<file path="src/rtl/mac_frame_driver.sv">
// Operand-side frame driver for the 8-bit MAC: buffers operand pairs, feeds one per
// cycle between an accumulator clear and a latency drain, then returns {cout,out} and a pair count.
module mac_frame_driver #(
    parameter int unsigned WIDTH       = 8,
    parameter int unsigned DEPTH       = 4,
    parameter int unsigned MAC_LATENCY = 1
) (
    input  logic               clk,
    input  logic               rst,
    input  logic               s_valid,
    output logic               s_ready,
    input  logic [WIDTH-1:0]   s_a,
    input  logic [WIDTH-1:0]   s_b,
    input  logic               s_cin,
    input  logic               s_last,
    output logic [WIDTH-1:0]   mac_a,
    output logic [WIDTH-1:0]   mac_b,
    output logic               mac_cin,
    output logic               mac_clr,
    input  logic [2*WIDTH-1:0] mac_out,
    input  logic               mac_cout,
    output logic               m_valid,
    input  logic               m_ready,
    output logic [2*WIDTH:0]   m_data,
    output logic [7:0]         m_count
);

    localparam int unsigned AW = $clog2(DEPTH);
    localparam int unsigned EW = 2*WIDTH + 2;
    localparam int unsigned DW = (MAC_LATENCY > 0) ? $clog2(MAC_LATENCY + 1) : 1;

    typedef enum logic [2:0] {IDLE, CLEAR, FEED, DRAIN, HOLD} state_t;

    state_t          state;
    logic [EW-1:0]   mem [DEPTH];
    logic [AW:0]     wr_ptr;
    logic [AW:0]     rd_ptr;
    logic            full;
    logic            empty;
    logic            push;
    logic            pop;
    logic [EW-1:0]   head;
    logic [7:0]      frame_cnt;
    logic [DW-1:0]   drain_cnt;

    // Extra pointer bit distinguishes full from empty when the indices match.
    assign full    = (wr_ptr[AW] != rd_ptr[AW]) && (wr_ptr[AW-1:0] == rd_ptr[AW-1:0]);
    assign empty   = (wr_ptr == rd_ptr);
    assign s_ready = !full;
    assign push    = s_valid && s_ready;
    assign pop     = (state == FEED) && !empty;
    assign head    = mem[rd_ptr[AW-1:0]];

    always_ff @(posedge clk) begin
        if (push)
            mem[wr_ptr[AW-1:0]] <= {s_last, s_cin, s_b, s_a};
    end

    always_ff @(posedge clk or posedge rst) begin
        if (rst) begin
            wr_ptr <= '0;
            rd_ptr <= '0;
        end else begin
            if (push)
                wr_ptr <= wr_ptr + (AW+1)'(1);
            if (pop)
                rd_ptr <= rd_ptr + (AW+1)'(1);
        end
    end

    // Frame sequencer; operand outputs default to a zero bubble every cycle.
    always_ff @(posedge clk or posedge rst) begin
        if (rst) begin
            state     <= IDLE;
            mac_a     <= '0;
            mac_b     <= '0;
            mac_cin   <= 1'b0;
            mac_clr   <= 1'b0;
            m_valid   <= 1'b0;
            m_data    <= '0;
            m_count   <= '0;
            frame_cnt <= '0;
            drain_cnt <= '0;
        end else begin
            mac_a   <= '0;
            mac_b   <= '0;
            mac_cin <= 1'b0;
            mac_clr <= 1'b0;
            case (state)
                IDLE: begin
                    if (!empty) begin
                        mac_clr <= 1'b1;
                        state   <= CLEAR;
                    end
                end
                CLEAR: begin
                    frame_cnt <= '0;
                    state     <= FEED;
                end
                FEED: begin
                    if (!empty) begin
                        mac_a   <= head[WIDTH-1:0];
                        mac_b   <= head[2*WIDTH-1:WIDTH];
                        mac_cin <= head[2*WIDTH];
                        if (frame_cnt != 8'hFF)
                            frame_cnt <= frame_cnt + 8'd1;
                        if (head[EW-1]) begin
                            drain_cnt <= DW'(MAC_LATENCY);
                            state     <= DRAIN;
                        end
                    end
                end
                DRAIN: begin
                    if (drain_cnt == '0) begin
                        m_data  <= {mac_cout, mac_out};
                        m_count <= frame_cnt;
                        m_valid <= 1'b1;
                        state   <= HOLD;
                    end else begin
                        drain_cnt <= drain_cnt - DW'(1);
                    end
                end
                HOLD: begin
                    if (m_ready) begin
                        m_valid <= 1'b0;
                        state   <= IDLE;
                    end
                end
                default: state <= IDLE;
            endcase
        end
    end

endmodule

</file>
<file path="config.mk">
export PLATFORM = sky130hd
export DESIGN_NAME = mac_frame_driver
export DESIGN_NICKNAME = d
export VERILOG_FILES = /design/src/rtl/mac_frame_driver.sv
export SDC_FILE = /design/constraint.sdc
export NUM_CORES = 1
export LEC_CHECK = 0
export ABC_AREA = 0
export CAP_MARGIN = 40
export CORE_MARGIN = 2
export CORE_UTILIZATION = 40
export CTS_CLUSTER_DIAMETER = 150
export DETAILED_ROUTE_END_ITERATION = 6
export GPL_ROUTABILITY_DRIVEN = 0
export GPL_TIMING_DRIVEN = 0
export SETUP_SLACK_MARGIN = 0.02
export SYNTH_ARGS = -nofsm -noshare
export SYNTH_HDL_FRONTEND = slang
export SYNTH_SLANG_ARGS = --single-unit
</file>
<file path="constraint.sdc">
create_clock -name clk -period 5.1 [get_ports clk]
set_input_delay 1.02 -clock clk [delete_from_list [all_inputs] [get_ports clk]]
set_output_delay 1.02 -clock clk [all_outputs]
set_load 0.02 [all_outputs]
</file>
== Yosys cells after proc, flatten, opt, wreduce, memory -nomap -nowiden ==
Memory sizes are Yosys's and may differ from the RTL's.
Cells that the tools add are included.

* Flip-flop bits (word level): 62
* Bits in writable memories: 72
* Input port bits: 39
* Output and inout bits: 45
* Logic and storage cells: 72
* Memories: 1

{| class="wikitable"
|+ Memories
! memory !! depth !! width !! rd ports !! clocked after Yosys merged registers in !! wr ports !! RTL line !! text
|-
| mem || 4 || 18 || 1 || 0 || 1 || 35 || <nowiki>logic [EW-1:0] mem [DEPTH];</nowiki>
|}

* Add/subtract/negate cells: 4
* Eq/ne operators: 14
* Muxes and demuxes: 26
* Bitwise gates (word level): 1
* Reductions and logical operators: 14

{| class="wikitable"
|+ Operator list
! kind !! count
|-
| $mux 8 || 6
|-
| $pmux 8 s2 || 1
|-
| $mux 3 || 5
|-
| $pmux 3 s5 || 1
|-
| $mux 1 || 11
|-
| $ne 2x2->1 const B || 5
|-
| $reduce_and 3->1 || 3
|-
| $add 8x1->8 const B || 1
|-
| $ne 8x8->1 const B || 1
|-
| $add 3x1->3 const B || 2
|-
| $eq 3x2->1 const B || 2
|-
| $reduce_bool 2->1 || 3
|-
| $reduce_and 5->1 || 1
|-
| $pmux 1 s2 || 2
|-
| $eq 3x1->1 const B || 1
|-
| $eq 3x3->1 || 1
|-
| $eq 3x3->1 const B || 1
|-
| $logic_and 1x1->1 || 3
|-
| $logic_not 3->1 || 1
|-
| $eq 2x2->1 || 1
|-
| $logic_not 1->1 || 2
|-
| $ne 2x1->1 const B || 1
|-
| $reduce_and 2->1 || 1
|-
| $ne 1x1->1 || 1
|-
| other kinds (2) || 2
|}

== Depth between registers and ports, before layout ==
Gate-level depths: netlist of the first run.

* Word-level depth: 6
* Mapped depth: 6
* Mapped depth without buffers: 5

== Worst setup path after synthesis of the first run ==
No wires, ideal clock.

* Path type: input -> register
* Start: in s_valid
* End: mem mem[3][0] (netlist bit) (enable)
* Library setup time: 0.377 ns
* Arrival time: 1.944 ns
* Data required time: 4.723 ns
* Setup slack: 2.779 ns
* Stages: 3
* Buffers on the path: 0
* Cells stage by stage: inv_1 a31oi_1 and2_1

* Cells in the longest elaborated chain, start to end: 3

{| class="wikitable"
|+ RTL lines
! item !! RTL line !! text
|-
| start, declared || 10 || <nowiki>input logic s_valid,</nowiki>
|-
| $logic_and 1x1->1 || 50 || <nowiki>assign push = s_valid && s_ready;</nowiki>
|-
| $mux 1 || 55 || <nowiki>if (push)</nowiki>
|-
| $mux 1 (implied by the code) || 56 || <nowiki>mem[wr_ptr[AW-1:0]] <= {s_last, s_cin, s_b, s_a};</nowiki>
|-
| end, declared || 35 ||
|}

No other way between the ends.

== Final worst setup path of the first run ==
* Start: reg rd_ptr[0]
* End: out s_ready

* Cells in the longest elaborated chain, start to end: 3

{| class="wikitable"
|+ RTL lines
! item !! RTL line !! text
|-
| start, declared || 37 || <nowiki>logic [AW:0] rd_ptr;</nowiki>
|-
| start signal, assigned || 67 || <nowiki>rd_ptr <= rd_ptr + (AW+1)'(1);</nowiki>
|-
| $eq 2x2->1 || 47 || <nowiki>assign full = (wr_ptr[AW] != rd_ptr[AW]) && (wr_ptr[AW-1:0] == rd_ptr[AW-1:0]);</nowiki>
|-
| $logic_and 1x1->1 || 47 ||
|-
| $logic_not 1->1 || 49 || <nowiki>assign s_ready = !full;</nowiki>
|-
| end, declared || 11 || <nowiki>output logic s_ready,</nowiki>
|}

No other way between the ends.

==> flow_metrics.tcl, run 1 <==
set metrics [dict create \
    status "complete, no violations" \
    grt_antenna_before_repair 0 \
    seq_area_um2 3710 \
    grt_max_degree 63 \
    fp.dieW_um 118 \
    dieArea_um2 13900 \
    critPathMaxFanout 10 \
    grt_overflow 0 \
    synth_area_per_cell_um2 17.8 \
    setup_viol 0 \
    cts_hold_buf 0 \
    r2r-start "rd_ptr[0]" \
    finalCritPeriodShare_pct 58.9 \
    rsz0062_at_grt "no" \
    cts.sinks 134 \
    dp_cells 550 \
    htreeDepth 4 \
    stdcell_area_um2 6940 \
    crit_path_cell_trace "buf_6 > xnor2_1 > nand3_1 > clkdlybuf4s50_1" \
    ys_ff_latch 134 \
    synthTopCellsByArea "edfxtp_1 42%, dfrtp_1 30%, mux4_2 7.8%" \
    post_cts_buffers 0 \
    yosysTopAreaCell "edfxtp_1" \
    min_to "rd_ptr[2]" \
    multiInputGateArea_um2 1360 \
    drive_gt1_share_pct 22.4 \
    clk_latency_ps 410 \
    cts_tree "done" \
    synth_cell_types 40 \
    arrival_ps 1980 \
    core_um2 12600 \
    maxSlewViolCount 0 \
    ant_nets 0 \
    post-dp-hpwl_um 6100 \
    grt.total_usage_pct 14.6 \
    reg2reg_slack_ps 2810 \
    wire_per_inst_um 16.0 \
    reg2reg_depth 5 \
    hold_class "register to register" \
    netlist_instances 291 \
    drtIter0Drc 150 \
    cap_violations 0 \
    ys.warnings.count 0 \
    ctsResizeCount 0 \
    cts_buffers 17 \
    die_y_um 118 \
    syn-num-nets 336 \
    seq_area_frac_synth_pct 71.7 \
    place_area_um2 6290 \
    r2r-end "mem[3][7]" \
    crit_path_top_delay_cell "clkdlybuf4s50_1" \
    route.detailed.drc 0 \
    final_nets 442 \
    leakage_nw 2.69 \
    postLayoutCoreUtil_pct 55.0 \
    tightest_slew_ps 786 \
    initial_core_util_pct 41.0 \
    port_buffers 83 \
    rows 41 \
    irDropWorstVdd_uv 358 \
    cts_buffer_depth 2 \
    clk_pin_slew_ps 50 \
    critPathMaxStageDelay_ps 580 \
    path_buf_inv 2 \
    area_growth_pct 34.0 \
    first_global_vias 3039 \
    hold_viol_final 0 \
    worstHoldStart "rd_ptr[2]" \
    viasPerCell 4.85 \
    start_kind "register" \
    skew_ps 5.34 \
    cp_top_family "buffers and inverters" \
    io_pins 84 \
    max_freq_mhz 333 \
    grt_pass1_wl_um 15400 \
    drt_first_pass_iters 4 \
    antenna_cells 0 \
    vias 2820 \
    netlist_area_um2 5180 \
    synth_top_cell_area_share_pct 41.8 \
    hold_depth 1 \
    root_buffer "clkbuf_16" \
    final_cells 582 \
    fill_cells 1057 \
    wl_um 9340 \
    tns_ps 0 \
    cp-end-kind "primary output" \
    relSlewSlack_pct 47.6 \
    worstPathRequired_ps 4080 \
    layout_min_cycle_time_ps 3000 \
    critical_path_class "register to primary output" \
    p_per_area_nw_per_um2 634 \
]
-- placed cells by master, fill, tap and decap left out, drive strengths merged, types with 3 or more instances in the layout --
cell,Yosys,final
nand2,9,9
clkdlybuf4s50,0,83
nor3,6,6
nor2b,18,18
bufinv,0,5
edfxtp,72,72
nor2,6,6
clkbuf,1,24
mux2,27,27
ha,6,6
dfrtp,62,62
clkinv,0,4
and2,4,4
nand3,7,7
mux4,18,18
buf,10,14
a21o,3,3
inv,9,9
xnor2,4,4
xor2,5,5
-- power breakdown --
part	total (W)	internal [W]	switching, W
Clock	0.00132	0.000904	0.000415
Combinational	0.00148	0.000732	0.000751
Sequential	0.00160	0.00147	0.000132
-- kinds of logic after synthesis --
group           after synthesis  share of synthesized area, %
fa+ha+maj                     6                          1.45
flops                       134                          71.7
buf+inv                      20                          2.05
compound gates               21                          3.46
xor+xnor                      9                          1.52
mux                          45                          13.7
simple gates                 56                          6.09
-- worst max-delay path by stage --
| stage | end | depth (start not counted) | slack, ps | startpoint |
|---|---|---|---|---|
| final | s_ready | 4 | 2100 | rd_ptr[0] |
| after global routing | s_ready | 4 | 1990 | rd_ptr[0] |
| after CTS | s_ready | 4 | 2060 | rd_ptr[0] |
| after detailed placement | mem[3][14] | 5 | 2020 | s_valid |
| after global placement | mac_a[0] | 2 | 1250 | rst |
| after floorplan | drain_cnt | 1 | 2540 | rst |
-- state kept, by name (all words and copies together), names as in the netlist, 3 cells and up --
signal     cells
wr_ptr         3
rd_ptr         3
mac_a          8
state          3
frame_cnt      8
m_count        8
mem           72
mac_b          8
m_data        17
-- Yosys cell counts --
master and n:
and2_1 4, xor2_1 5, nor3_2 1, o22a_1 2
nor2_1 6, clkbuf_1 1, nor4_1 1, o211ai_1 2
nand2_1 9, ha_1 6, or3_1 1, buf_4 3
nor3b_1 1, mux2_2 27, o31ai_4 1, edfxtp_1 72
a21o_1 3, nor3b_4 1, a221o_1 1, nor2b_1 18
buf_6 2, a22o_1 1, a31o_2 1, xnor2_1 4
nor3_1 5, buf_2 4, dfrtp_1 62, nand4_1 1
o32a_2 1, nand3_1 7, o31ai_1 1, o21ai_0 2
and3_1 1, a21oi_1 1, a31oi_1 1, a211o_1 2
mux4_2 18, buf_1 1, o41ai_1 2, inv_1 9
-- worst reg2reg max path, stage by stage (launching register included) --
cell and delay, ps:
dfrtp_1 440, buf_6 190, xnor2_1 150, a31oi_1 420, and2_1 550, buf_8 240
-- stage by stage --
step                      hold slack, ps  power [W]  setup WS, ps
after floorplan                      460    0.00257          2540
after global placement               474    0.00307          1250
after detailed placement             485    0.00314          2020
after CTS                            494    0.00448          2060
after global routing                 508    0.00464          1990
final                                488    0.00440          2100
-- per-layer routing --
| metal | wire length (µm) | global-route usage (%) |
|---|---|---|
| met5 | 0 | 0 |
| met4 | 162 | 5.65 |
| met3 | 481 | 5.43 |
| met2 | 4500 | 23.3 |
| met1 | 4200 | 18.2 |
-- layout make-up --
type                            count  area share [%]
Buffer                             11            1.05
Clock buffer                       23            6.89
Clock inverter                      9            2.49
Inverter                            9           0.523
Multi-Input combinational cell    137            19.6
Sequential cell                   134            53.5
Tap cell                          172            3.10
Timing Repair Buffer               87            12.8
(Power assumes the default switching activity.)
==> run 2: changes to the inputs <==
--- a/config.mk
+++ b/config.mk
@@ -13,6 +13,7 @@
 export DETAILED_ROUTE_END_ITERATION = 6
 export GPL_ROUTABILITY_DRIVEN = 0
 export GPL_TIMING_DRIVEN = 0
+export PLACE_DENSITY = 0.65
 export SETUP_SLACK_MARGIN = 0.02
 export SYNTH_ARGS = -nofsm -noshare
 export SYNTH_HDL_FRONTEND = slang
==> constraint.sdc (replaced) <==
create_clock -name clk -period 2.4 [get_ports clk]
set_input_delay 0.48 -clock clk [delete_from_list [all_inputs] [get_ports clk]]
set_output_delay 0.48 -clock clk [all_outputs]
set_load 0.02 [all_outputs]
==> run 2 against run 1 <==
  * Largest cell class unchanged
  * Clock skew grew 0.61 ps
  * Worst hold slack worse by 28 ps
  * Clock-buffer cell count is 1 lower
  * Critical path type unchanged
  * Combinational power up 110%
  * Clock power increased by 85%
  * Final cell count is 0.17% higher
  * Critical endpoint unchanged
==> flow_metrics.tcl, run 2 (synthesis results as in run 1) <==
set metrics [dict create \
    status "complete, no violations" \
    layout_commonest_cell "clkdlybuf4s50_1" \
    final_cells 583 \
    dp_cells 551 \
    hold_class "primary input to asynchronous set/reset pin" \
    cts.sinks 134 \
    drive_gt1_share_pct 23.4 \
    rows 41 \
    p_seq_share_pct 37.9 \
    dieArea_um2 13900 \
    htreeDepth 4 \
    critPathMaxStageDelay_ps 440 \
    seq_area_um2 3710 \
    hold_viol_final 0 \
    vias 2832 \
    antenna_cells 0 \
    initial_core_util_pct 41.0 \
    clk_pin_slew_ps 50 \
    io_pins 84 \
    cts_buffer_depth 2 \
    reg2reg_depth 5 \
    reg2reg_slack_ps 290 \
    viasPerCell 4.86 \
    drt_first_pass_iters 4 \
    cp-startpoint "rd_ptr[0]" \
    setup_viol 0 \
    tightest_slew_ps 612 \
    p_comb_share_pct 35.0 \
    wire_per_inst_um 16.3 \
    fp.dieW_um 118 \
    drtIter0Drc 118 \
    r2r-end "mem[2][7]" \
    multiInputGateArea_um2 1380 \
    ant_nets 0 \
    start_kind "register" \
    p_per_area_nw_per_um2 1310 \
    sw_frac_of_total_pct 31.0 \
    fill_cells 1084 \
    netSwitchingPower_w 0.00278 \
    grt_pass1_wl_um 15500 \
    cts_buffers 17 \
    path_depth 4 \
    critPathMaxFanout 10 \
    r2r-start "rd_ptr[0]" \
    core_um2 12600 \
    timing.final.ws_setup_ps 149 \
    clkPwrFrac_pct 27.1 \
    irDropWorstVdd_uv 921 \
    dp_slack_ps -238 \
    critical_path_class "register to primary output" \
    skew_ps 5.95 \
    crit_path_top_delay_cell "dfrtp_1" \
    grt_overflow 0 \
    maxSlewViolCount 0 \
    route.detailed.drc 0 \
    grt_max_degree 38 \
    crit_path_cell_trace "buf_6 > xnor2_1 > nand3_1 > dlygate4sd2_1" \
    layout_common_cells "82 x clkdlybuf4s50_1, 72 x edfxtp_1, 62 x dfrtp_1, 27 x mux2_2" \
    cp-end-kind "primary output" \
    relSlewSlack_pct 59.0 \
    leakage_nw 2.64 \
    place_area_um2 6290 \
    grt_antenna_before_repair 0 \
    final_nets 443 \
    cts_tree "done" \
    worstPathRequired_ps 1920 \
    rsz0062_at_grt "no" \
    grt.total_usage_pct 14.9 \
    cp_top_family "buffers and inverters" \
    stdcell_area_um2 6870 \
    root_buffer "clkbuf_16" \
    port_buffers 83 \
    path_buf_inv 2 \
    clk_latency_ps 410 \
    area_growth_pct 32.6 \
    largest_register_ffs 72 \
    post-dp-hpwl_um 6310 \
    wl_um 9490 \
    first_global_vias 3004 \
    arrival_ps 1770 \
    crit_end "s_ready" \
    die_y_um 118 \
    p_int_w 0.00621 \
    finalCritPeriodShare_pct 93.8 \
    max_freq_mhz 444 \
    layout_min_cycle_time_ps 2250 \
    cap_violations 0 \
    total_power_w 0.00899 \
]
## run 2: cell count changes in the layout (fill, tap and decap cells not counted), moves of 2 or more
cell | before | now
and2_1 | 4 | 1
buf_8 | 4 | 1
bufinv_16 | 5 | 2
clkbuf_8 | 3 | 1
clkinvlp_4 | 0 | 3
buf_6 | 2 | 5
and2_2 | 0 | 3
## run 2: how the worst min path moves through the flow
stage,startpoint,to,slack (ps),cells past startpoint
2_1_floorplan,wr_ptr[2],wr_ptr[2],460,1
3_3_place_gp,rd_ptr[2],rd_ptr[2],470,1
3_5_place_dp,rd_ptr[2],rd_ptr[2],480,1
4_1_cts,rst,m_data[2],470,2
5_1_grt,rst,m_data[2],520,2
6_report,rst,mac_b[1],460,2
## run 2: final cells by class
type | instances | area share, %
plain buffers | 11 | 1.06
clock buffers | 22 | 6.61
clock inverters | 10 | 1.53
inverters | 9 | 0.492
multi-input cells | 137 | 20.0
flip-flops and latches | 134 | 54.1
well taps | 172 | 3.13
repair buffers | 88 | 13.1
## run 2: repair_timing
| item | CTS | global route |
|---|---|---|
| resized for setup | 3 | 3 |
| hold endpoints to repair | 0 | 0 |
| setup endpoints to repair | 10 | 58 |
| hold buffers | 0 | 0 |
| setup buffers | 0 | 0 |
| cloned | 0 | 0 |
## run 2: through the flow
step	utilization (%)	TNS (ps)	hold WS [ps]
finish	54.4	0	461
global route	54.4	0	517
CTS	54.4	0	469
detailed placement	49.9	-6380	481
global placement	49.3	-72070	474
floorplan	-	0	460
## run 2: layer usage
| layer | global-route usage, % | up-vias | part of all wire (%) |
|---|---|---|---|
| met1 | 17.7 | 1424 | 43 |
| met2 | 25.0 | 79 | 51 |
| met3 | 4.70 | 15 | 4.3 |
| li1 | - | 1314 | - |
| met5 | 0 | - | 0 |
| met4 | 6.33 | 0 | 1.7 |
## run 2: power by group through the flow
stage               combinational [W]  clock (W)  sequential (W)
floorplan                     0.00176          0         0.00371
global placement              0.00308          0         0.00342
detailed placement            0.00319          0         0.00345
CTS                           0.00320    0.00248         0.00342
global route                  0.00341    0.00259         0.00348
finish                        0.00315    0.00244         0.00341
